--- src/rtl/apb_timer_multi.sv ---
// Multi-channel APB timer: CHANNELS independent WIDTH-bit up/down counters with auto-reload,
// sticky W1C status and level interrupts, sharing one free-running prescaler.

module apb_timer_ch #(
    parameter int WIDTH = 8
) (
    input  logic             clk_i,
    input  logic             rst_i,
    input  logic [3:0]       psc_i,
    input  logic             wr_tdr_i,
    input  logic             wr_tcr_i,
    input  logic             wr_tsr_i,
    input  logic [WIDTH-1:0] wdata_i,
    output logic [WIDTH-1:0] tdr_o,
    output logic [7:0]       tcr_o,
    output logic [1:0]       tsr_o,
    output logic [WIDTH-1:0] cnt_o,
    output logic             irq_o
);
    logic [WIDTH-1:0] tdr_q, cnt_q, cnt_d;
    logic [7:0]       tcr_q;
    logic [1:0]       tsr_q, tsr_d, set_flag;
    logic             irq_q, irq_d;
    logic [3:0]       mask;
    logic             tick;

    // TCR fields: [7] LOAD [6] ARL [5] DIR [4] EN [3] UIE [2] OIE [1:0] CKS
    always_comb begin
        mask = 4'b0001;
        case (tcr_q[1:0])
            2'd0:    mask = 4'b0001;
            2'd1:    mask = 4'b0011;
            2'd2:    mask = 4'b0111;
            default: mask = 4'b1111;
        endcase
        tick = ((psc_i & mask) == mask);
    end

    always_comb begin
        cnt_d    = cnt_q;
        set_flag = 2'b00;
        if (tcr_q[7]) begin
            cnt_d = tdr_q;
        end else if (tcr_q[4] && tick) begin
            if (!tcr_q[5]) begin
                if (&cnt_q) begin
                    set_flag[0] = 1'b1;
                    cnt_d       = tcr_q[6] ? tdr_q : '0;
                end else begin
                    cnt_d = cnt_q + WIDTH'(1);
                end
            end else begin
                if (cnt_q == '0) begin
                    set_flag[1] = 1'b1;
                    cnt_d       = tcr_q[6] ? tdr_q : '1;
                end else begin
                    cnt_d = cnt_q - WIDTH'(1);
                end
            end
        end
        // hardware set is OR-ed after the W1C mask so it wins a same-cycle clear
        tsr_d = (tsr_q & ~(wr_tsr_i ? wdata_i[1:0] : 2'b00)) | set_flag;
        irq_d = (tsr_q[0] & tcr_q[2]) | (tsr_q[1] & tcr_q[3]);
    end

    always_ff @(posedge clk_i) begin
        if (rst_i) begin
            tdr_q <= '0;
            tcr_q <= '0;
            tsr_q <= '0;
            cnt_q <= '0;
            irq_q <= 1'b0;
        end else begin
            if (wr_tdr_i) tdr_q <= wdata_i;
            if (wr_tcr_i) tcr_q <= wdata_i[7:0];
            tsr_q <= tsr_d;
            cnt_q <= cnt_d;
            irq_q <= irq_d;
        end
    end

    assign tdr_o = tdr_q;
    assign tcr_o = tcr_q;
    assign tsr_o = tsr_q;
    assign cnt_o = cnt_q;
    assign irq_o = irq_q;
endmodule

module apb_timer_multi #(
    parameter int CHANNELS    = 4,
    parameter int WIDTH       = 8,
    parameter int PDATA_W     = 32,
    parameter int ADDR_W      = 8,
    parameter int WAIT_STATES = 0
) (
    input  logic                pclk,
    input  logic                preset,
    input  logic                psel,
    input  logic                penable,
    input  logic                pwrite,
    input  logic [ADDR_W-1:0]   paddr,
    input  logic [PDATA_W-1:0]  pwdata,
    output logic [PDATA_W-1:0]  prdata,
    output logic                pready,
    output logic                pslverr,
    output logic [CHANNELS-1:0] irq
);
    localparam int CHW = ADDR_W - 2;
    localparam int WCW = $clog2(WAIT_STATES + 2);
    localparam logic [WCW-1:0] WS_LAST = WCW'(WAIT_STATES);
    localparam logic [WCW-1:0] WS_DONE = WCW'(WAIT_STATES + 1);

    logic [WCW-1:0] wcnt_q, wcnt_d;
    logic [3:0]     psc_q;
    logic           access, err, commit;
    logic [CHW-1:0] ch;
    logic [1:0]     rsel;
    logic           unused_pwdata;

    logic [CHANNELS-1:0][WIDTH-1:0] tdr, cnt;
    logic [CHANNELS-1:0][7:0]       tcr;
    logic [CHANNELS-1:0][1:0]       tsr;

    assign access  = psel & penable;
    assign ch      = paddr[ADDR_W-1:2];
    assign rsel    = paddr[1:0];
    assign err     = (32'(ch) >= 32'(CHANNELS)) | (pwrite & (rsel == 2'd3));
    assign pready  = access & (wcnt_q == WS_LAST);
    assign pslverr = pready & err;
    assign commit  = pready & pwrite & ~err;
    assign unused_pwdata = ^pwdata;

    // WS_DONE parks the counter after pready (or reset) until the access phase ends
    always_comb begin
        wcnt_d = wcnt_q;
        if (!access)                wcnt_d = '0;
        else if (wcnt_q == WS_LAST) wcnt_d = WS_DONE;
        else if (wcnt_q != WS_DONE) wcnt_d = wcnt_q + WCW'(1);
    end

    always_ff @(posedge pclk) begin
        if (preset) begin
            wcnt_q <= WS_DONE;
            psc_q  <= '0;
        end else begin
            wcnt_q <= wcnt_d;
            psc_q  <= psc_q + 4'd1;
        end
    end

    always_comb begin
        prdata = '0;
        if (pready && !err && !pwrite) begin
            for (int c = 0; c < CHANNELS; c++) begin
                if (ch == CHW'(c)) begin
                    case (rsel)
                        2'd0:    prdata = PDATA_W'(tdr[c]);
                        2'd1:    prdata = PDATA_W'(tcr[c]);
                        2'd2:    prdata = PDATA_W'(tsr[c]);
                        default: prdata = PDATA_W'(cnt[c]);
                    endcase
                end
            end
        end
    end

    for (genvar c = 0; c < CHANNELS; c++) begin : g_ch
        logic sel;
        assign sel = commit && (ch == CHW'(c));
        apb_timer_ch #(.WIDTH(WIDTH)) u_ch (
            .clk_i    (pclk),
            .rst_i    (preset),
            .psc_i    (psc_q),
            .wr_tdr_i (sel && (rsel == 2'd0)),
            .wr_tcr_i (sel && (rsel == 2'd1)),
            .wr_tsr_i (sel && (rsel == 2'd2)),
            .wdata_i  (pwdata[WIDTH-1:0]),
            .tdr_o    (tdr[c]),
            .tcr_o    (tcr[c]),
            .tsr_o    (tsr[c]),
            .cnt_o    (cnt[c]),
            .irq_o    (irq[c])
        );
    end
endmodule

--- config.mk ---
export PLATFORM = sky130hd
export DESIGN_NAME = apb_timer_multi
export DESIGN_NICKNAME = d
export VERILOG_FILES = /design/src/rtl/apb_timer_multi.sv
export SDC_FILE = /design/constraint.sdc
export NUM_CORES = 1
export LEC_CHECK = 0
export BUFFER_PORTS_ARGS = -buffer_cell sky130_fd_sc_hd__buf_2
export CAP_MARGIN = 25
export CELL_PAD_IN_SITES_DETAIL_PLACEMENT = 1
export CELL_PAD_IN_SITES_GLOBAL_PLACEMENT = 2
export CORE_ASPECT_RATIO = 0.75
export CORE_MARGIN = 3
export CORE_UTILIZATION = 32
export CTS_CLUSTER_DIAMETER = 120
export DETAILED_ROUTE_END_ITERATION = 10
export GPL_TIMING_DRIVEN = 0
export PLACE_DENSITY_LB_ADDON = 0.1
export SYNTH_ARGS = -nofsm -noshare
export SYNTH_HDL_FRONTEND = slang
export SYNTH_SLANG_ARGS = --single-unit
--- constraint.sdc ---
create_clock -name pclk -period 1.9 [get_ports pclk]
set_input_delay 0.19 -clock pclk [delete_from_list [all_inputs] [get_ports pclk]]
set_output_delay 0.19 -clock pclk [all_outputs]
set_load 0.01 [all_outputs]
==> results of run 1 <==
## layout by cell type (no fill, tap or decap), types with 12 or more instances in the layout
cell and n:
dfxtp_1 79, mux2_2 18, inv_1 24, o21ai_0 79, a31oi_1 29, buf_4 84
xnor2_1 14, dfxtp_2 18, buf_6 22, nor3_1 16, buf_2 32, o21ai_1 12
a21oi_2 17, dfxtp_4 16, nand3_1 33, nor2_1 54, clkbuf_1 27, a21oi_1 87
mux2i_1 22, nand2_1 106, conb_1 24, clkbuf_16 17, xor2_1 12
## state kept, by name, summed over array words and instances, names as in the netlist
name	flops
wcnt_q	1
g_ch.u_ch.tsr_o	8
psc_q	4
g_ch.u_ch.irq_o	4
g_ch.u_ch.tcr_o	32
g_ch.u_ch.tdr_o	32
g_ch.u_ch.cnt_o	32
## per-stage QoR
step                power (W)  cells  worst slack, ns
global route         0.006278   1500          -0.3795
CTS                  0.006101   1461          -0.3450
floorplan            0.002670   1059        -0.001292
finish               0.006105   1500          -0.3324
detailed placement   0.002836   1413          -0.9371
global placement     0.002833   1413          -0.9313
## layer usage
layer,up-vias,GRT usage (%),share of wire (%)
li1,4007,-,-
met5,-,1.832,0.19
met3,34,5.508,6.1
met2,290,38.94,43
met1,4386,39.56,50
met4,2,5.805,1.5
## worst max-delay path, delay by kind of cell, from the launching register on
family / cells / cell delay, ns
flip-flops: 1 / 0.33
multiplexers: 2 / 0.79
AO/OA/AOI/OAI: 1 / 0.17
buffers and inverters: 2 / 0.26
AND/OR/NAND/NOR: 1 / 0.06
## layout make-up
cell class	instances	area (um^2)	share of cell area (%)
plain buffers	107	774.5	7.255
clock buffers	24	491.7	4.606
clock inverters	6	80.08	0.7501
inverters	29	113.9	1.067
multi-input cells	797	5744	53.81
flip-flops and latches	113	2345	21.96
well taps	331	414.1	3.880
repair buffers	93	711.9	6.669
## cell families after synthesis
kind of cell / after synthesis / synth area share, %
fa+ha+maj: 13 / 2.065
mux: 53 / 8.086
buf+inv: 149 / 8.848
simple gates: 327 / 21.21
compound gates: 354 / 28.13
flops: 113 / 28.72
other cells: 1 / 0.04761
xor+xnor: 26 / 2.891
## repair_timing
item	in CTS	in global routing
gates resized for setup	205	143
setup endpoints to repair	113	99
gates cloned	1	0
hold buffers	2	0
setup buffers	27	41
pin swaps	39	73
hold endpoints to repair	1	0
## worst paths after layout
| check | endpoint | slack [ns] | cells after the start |
|---|---|---|---|
| hold / removal | g_ch[2].u_ch.cnt_o[7] | 0.16 | 3 |
| setup reg to reg | g_ch[1].u_ch.cnt_o[2] | -0.11 | 10 |
| setup / recovery | prdata[0] | -0.33 | 6 |
| hold reg to reg | g_ch[2].u_ch.tcr_o[4] | 0.48 | 2 |
## power by group
part           internal [W]  leakage (nW)  switching [W]
sequential          0.00236         0.932      0.0000160
combinational      0.000144          2.67       0.000341
clock               0.00205         0.286        0.00120
==> impl_results.md, run 1 <==
- Die width: 187.2 um
- Final Util: 44.31%
- Post-synth top area share: around 29%
- Initial antenna violation count: 0
- Slew of the pin with the lowest slew margin: 0.9963 ns
- Largest net degree at the start of global routing: 17
- Distinct cells, synth: 82
- CTS H-tree lvls: 4
- Max cap viols: 0
- HPWL after DPL: about 25000 um
- Startpoint class of the critical path: flip-flop
- Height of the die: approximately 140 um
- Final nets: ~1200
- Post-synthesis instance area: a little under 8000 um^2
- Congestion Overflow GR: 0
- Final antenna-violating net count: 0
- Setup ws final: -0.3324 ns
- Fin crit share: 117.5%
- R2r startpoint: g_ch[1].u_ch.cnt_o[0]
- Synthesis warning total: 0
- Ys async rst share: 0%
- CTS sink count: 113
- VDD IR-drop max: about 0.63 mV
- Crit path DAT: 2.04 ns
- Placeable Area: approximately 24000 um^2
- Num rows: 49
- Register area share after synthesis: 28.72%
- Crit path largest cell delay: 0.50 ns
- Status: complete, but fails checks
- Initial Util: 32.69%
- Worst Skew: 0.01267 ns
- Worst-path maximum fanout: 2
- Data required, critical path: 1.71 ns
- DRT iter0 DRCs: slightly above 700
- DRC Markers: 0
- Clk_lat worst skew: 0.43 ns
- Synth-to-Final Area Change: 35.54%
- First-pass GRT wire length: 53550 um
- CTS Buf Count: 17
- Total Routing Usage GR: between 20% and 30%
- Critical path endpoint category: output pin
- EDFF count, synth: 0
- Pwr dens: 571.9 nW/um^2
- Setup TNS Final: -2.212 ns
- Failing checks: negative setup slack
- Pleak: 3.889 nW
- Synth area leader: dfxtp_1
- Syn Inst Count: 1036
- Min-Delay Startpoint: preset
- DR vias: 8719
- Fillers: 2890
- Setup violators final: 16
- Die ar.: 26550 um^2
- Placer Congestion: between 0.8 and 0.9
- IO buf count: 23
- RSZ-0062 raised after global routing: true
- CTS tree: done
- Clk slew on worst S/H paths: 0.05 ns
- Worst setup path class: flip-flop to output pin
- Layout cell share with drive strength beyond 1: between 30% and 40%
- Top-Level Pins: 83
- Hold slack: 0.1577 ns
- Synth cell count leaders: dfxtp_1, nand2_1, a21oi_1, o21ai_0
- Critical Path Start: g_ch[2].u_ch.cnt_o[0]
- Post-layout min period: 2.232 ns
- Antenna cells: 0
- Fmax: 447.9 MHz
- Total wire length: 36050 um
- Slew HR: 33.58%
- Slew Viols, Final: 0
- Mean Syn Cell Area: 7.603 um^2
- Endpoints failing hold: 0
- HP Class: input pin to flip-flop
- Clock Tree Root: clkbuf_16
- Synth Flop Type: dfxtp_1
- Vias in the first global route: 8400
- Synthesized flop and latch total: between 100 and 150
- Crit-path cells: buf_8, mux4_2, mux2_4, o22ai_2, nor2_2, buf_2
- Most common cell in the synthesized netlist: dfxtp_1
- WL/cell: 24.04 um
- Drt pass-1 iters: 5
- Worst path slowest cell: mux4_2
- Clk buf depth: 2
- Final instance area: 10680 um^2
- Vias/cell: 5.813
- Area contributors post-synth: dfxtp_1, a21oi_1, o21ai_0
- Placed Area: roughly 8500 um^2
Note: power is estimated with default switching activity, not from simulation.
==> inputs of run 2 (changes only) <==
--- a/config.mk
+++ b/config.mk
@@ -15,7 +15,8 @@
 export CTS_CLUSTER_DIAMETER = 120
 export DETAILED_ROUTE_END_ITERATION = 10
 export GPL_TIMING_DRIVEN = 0
-export PLACE_DENSITY_LB_ADDON = 0.1
+export HOLD_SLACK_MARGIN = 0.02
+export PLACE_DENSITY = 0.85
 export SYNTH_ARGS = -nofsm -noshare
 export SYNTH_HDL_FRONTEND = slang
 export SYNTH_SLANG_ARGS = --single-unit
==> run 2 against run 1 <==
- the flow still finishes with violations (negative setup slack)
- clock power is 2% higher
- sequential share of layout area shrank 0.68 points
- clock skew decreased by 0.0068 ns
- core utilization rose by 1.5 points
- worst setup slack improved by 0.0034 ns
- count of clock-buffer cells in the layout increased by 3
- die area unchanged
- via count up 3.9%
- final area is 3.4% higher
- worst hold slack got worse by 0.017 ns
- maximum frequency grew 0.15%
- critical path type unchanged
- largest cell class unchanged
- largest power group unchanged
- highest routed layer is now met4
==> impl_results.md, run 2 (synthesized netlist as in run 1, its figures left out) <==
- Top-Level Pins: 83 (unchanged)
- Worst-case hold path end point: g_ch[2].u_ch.cnt_o[7]
- Hold path depth: 3 (unchanged)
- Fmax: 448.6 MHz (+0.15%)
- Failing checks: negative setup slack
- Die ar.: 26550 um^2 (unchanged)
- Fin crit share: 117.3% (-0.18 points)
- Fillers: 2808 (-2.8%)
- Crit-path cells: buf_8, mux4_2, mux2_4, o22ai_2, nor2_2, buf_2
- Largest net degree at the start of global routing: 17 (unchanged)
- Endpoints failing hold: 0 (unchanged)
- First-pass GRT wire length: 53810 um (+0.48%)
- Worst-path maximum fanout: 2 (unchanged)
- Max cap viols: 0 (unchanged)
- Final nets: 1231 (+1.2%)
- Clk slew on worst S/H paths: 0.06 ns (about the same)
- Initial antenna violation count: 0 (unchanged)
- Placer Congestion: 0.9355 (+8.1%)
- Crit path largest cell delay: 0.51 ns (about the same)
- Critical Path Start: g_ch[3].u_ch.cnt_o[0]
- Initial Util: 32.69% (unchanged)
- Worst path slowest cell: mux4_2
- Worst R2R Setup Slack: -0.15 ns (-0.04 ns)
- FF-to-FF path depth: 6 (-4)
- DRT iter0 DRCs: 965 (+37%)
- Num rows: 49 (unchanged)
- Slew HR: 36.74% (+3.2 points)
- Die width: 187.2 um (unchanged)
- Met3 Wirelength: 3064 um (+39%)
- Status: complete, but fails checks
- Multi-input gate area: 5953 um^2 (+3.6%)
- Hold slack: 0.1411 ns (-0.01666 ns)
- R2r startpoint: g_ch[2].u_ch.cnt_o[4]
- Final antenna-violating net count: 0 (unchanged)
- Congestion Overflow GR: 0 (unchanged)
- Pleak: 3.981 nW (+2.4%)
- Startpoint class of the critical path: flip-flop
- Total Routing Usage GR: 26.33% (-0.19 points)
- Clk_lat worst skew: 0.44 ns (about the same)
- Slew Viols, Final: 0 (unchanged)
- Met2 routed wirelength: 16490 um (+7.3%)
- Placed Area: 8503 um^2 (unchanged)
- Seq. cell area: 2351 um^2 (+0.27%)
- Wire length on met1: 16820 um (-6.0%)
- Top routing layer in use: met4
- Most common cell after layout, fill and taps aside: nand2_1
- Clock Tree Root: clkbuf_16
- WL/cell: 24.40 um (+1.5%)
- VDD IR-drop max: 0.6694 mV (+6.8%)
- Vias/cell: 5.977 (+2.8%)
- Vias in the first global route: 8842 (+5.3%)
- DRC Markers: 0 (unchanged)
- Worst Skew: 0.005900 ns (-0.006774 ns)
- Reg2Reg Capture Point: g_ch[2].u_ch.cnt_o[2]
- Setup violators final: 20 (+4)
- Data required, critical path: 1.71 ns (about the same)
- Antenna cells: 0 (unchanged)
- CTS H-tree lvls: 4 (unchanged)
- Place WS: -0.8794 ns (+0.05770 ns)
- Drt pass-1 iters: 5 (unchanged)
- Final Util: 45.83% (+1.5 points)
- Height of the die: 141.9 um (unchanged)
- Placeable Area: 24090 um^2 (unchanged)
- IO buf count: 23 (unchanged)
- Crit path DAT: 2.04 ns (about the same)
- Setup ws final: -0.3291 ns (+0.003365 ns)
- CTS Buf Count: 17 (unchanged)
- Post-layout min period: 2.229 ns (-0.003365 ns)
- Worst setup path class: flip-flop to output pin
- HP Class: input pin to flip-flop
- CTS sink count: 113 (unchanged)
- Min-Delay Startpoint: preset
- Final instance area: 11040 um^2 (+3.4%)
- Pwr dens: 558.7 nW/um^2 (-2.3%)
- RSZ-0062 raised after global routing: true
- DR vias: 9061 (+3.9%)
- Critical path endpoint category: output pin
- Layout cell share with drive strength beyond 1: 36.12% (+2.7 points)
- Synth-to-Final Area Change: 40.21%
- CTS tree: done
- Clk buf depth: 2 (unchanged)
- Commonest non-fill, non-tap cells in the layout: nand2_1, buf_4, a21oi_1
- Total wire length: 36990 um (+2.6%)
- HPWL after DPL: 24010 um (-4.1%)
- Slew of the pin with the lowest slew margin: 0.9488 ns (-0.04748 ns)
[run 2: changes by cell type in the layout (fill, tap and decap cells not counted), sizes merged]
cell      delta
buf         +11
inv          -1
clkinvlp     +1
clkbuf       +7
clkinv       -2
[run 2: metal layers]
metal | GRT usage (%) | vias up
li1 | - | 4031
met1 | 36.85 | 4572
met2 | 40.18 | 399
met3 | 7.360 | 59
met4 | 6.362 | 0
met5 | 0 | -
[run 2: how the worst max path moves through the flow]
| stage | cells past startpoint | endpoint |
|---|---|---|
| 2_1_floorplan | 7 | g_ch[1].u_ch.cnt_o[0] |
| 3_3_place_gp | 9 | prdata[7] |
| 3_5_place_dp | 7 | prdata[6] |
| 4_1_cts | 6 | prdata[0] |
| 5_1_grt | 6 | prdata[0] |
| 6_report | 6 | prdata[0] |
[run 2: what timing repair did]
action,4_1_cts,5_1_grt
cloned,1,0
hold buffers,2,0
pin swaps,54,79
setup endpoints to repair,111,93
gates resized for setup,225,169
buffers inserted,52,33
hold endpoints to repair,1,0
[run 2: area by class of cell]
cell class / instances / area share (%)
plain buffers: 105 / 6.889
clock inverters: 4 / 0.6571
clock buffers: 27 / 4.645
repair buffers: 110 / 7.738
flip-flops and latches: 113 / 21.29
inverters: 29 / 1.122
well taps: 331 / 3.750
multi-input cells: 797 / 53.91
[run 2: worst max-delay path, delay by kind of cell, from the launching register on]
| kind | cells | cell delay (ns) |
|---|---|---|
| AOI/OAI and AO/OA | 1 | 0.16 |
| buffers and inverters | 2 | 0.26 |
| muxes | 2 | 0.80 |
| DFF | 1 | 0.33 |
| and+or+nand+nor | 1 | 0.06 |
[run 2: power breakdown]
part / leakage, nW / internal (W) / total (W) / switching, W
Sequential: 0.934 / 0.00235 / 0.00237 / 0.0000147
Combinational: 2.76 / 0.000139 / 0.000468 / 0.000329
Clock: 0.284 / 0.00210 / 0.00333 / 0.00124
[run 2: metrics by stage]
stage	total power (W)	TNS, ns	std cells
final	0.006170	-2.519	1516
after global placement	0.002817	-35.73	1413
after detailed placement	0.002818	-38.61	1413
after floorplan	0.002670	-0.001292	1059
after global routing	0.006308	-4.317	1516
after CTS	0.006141	-2.572	1486
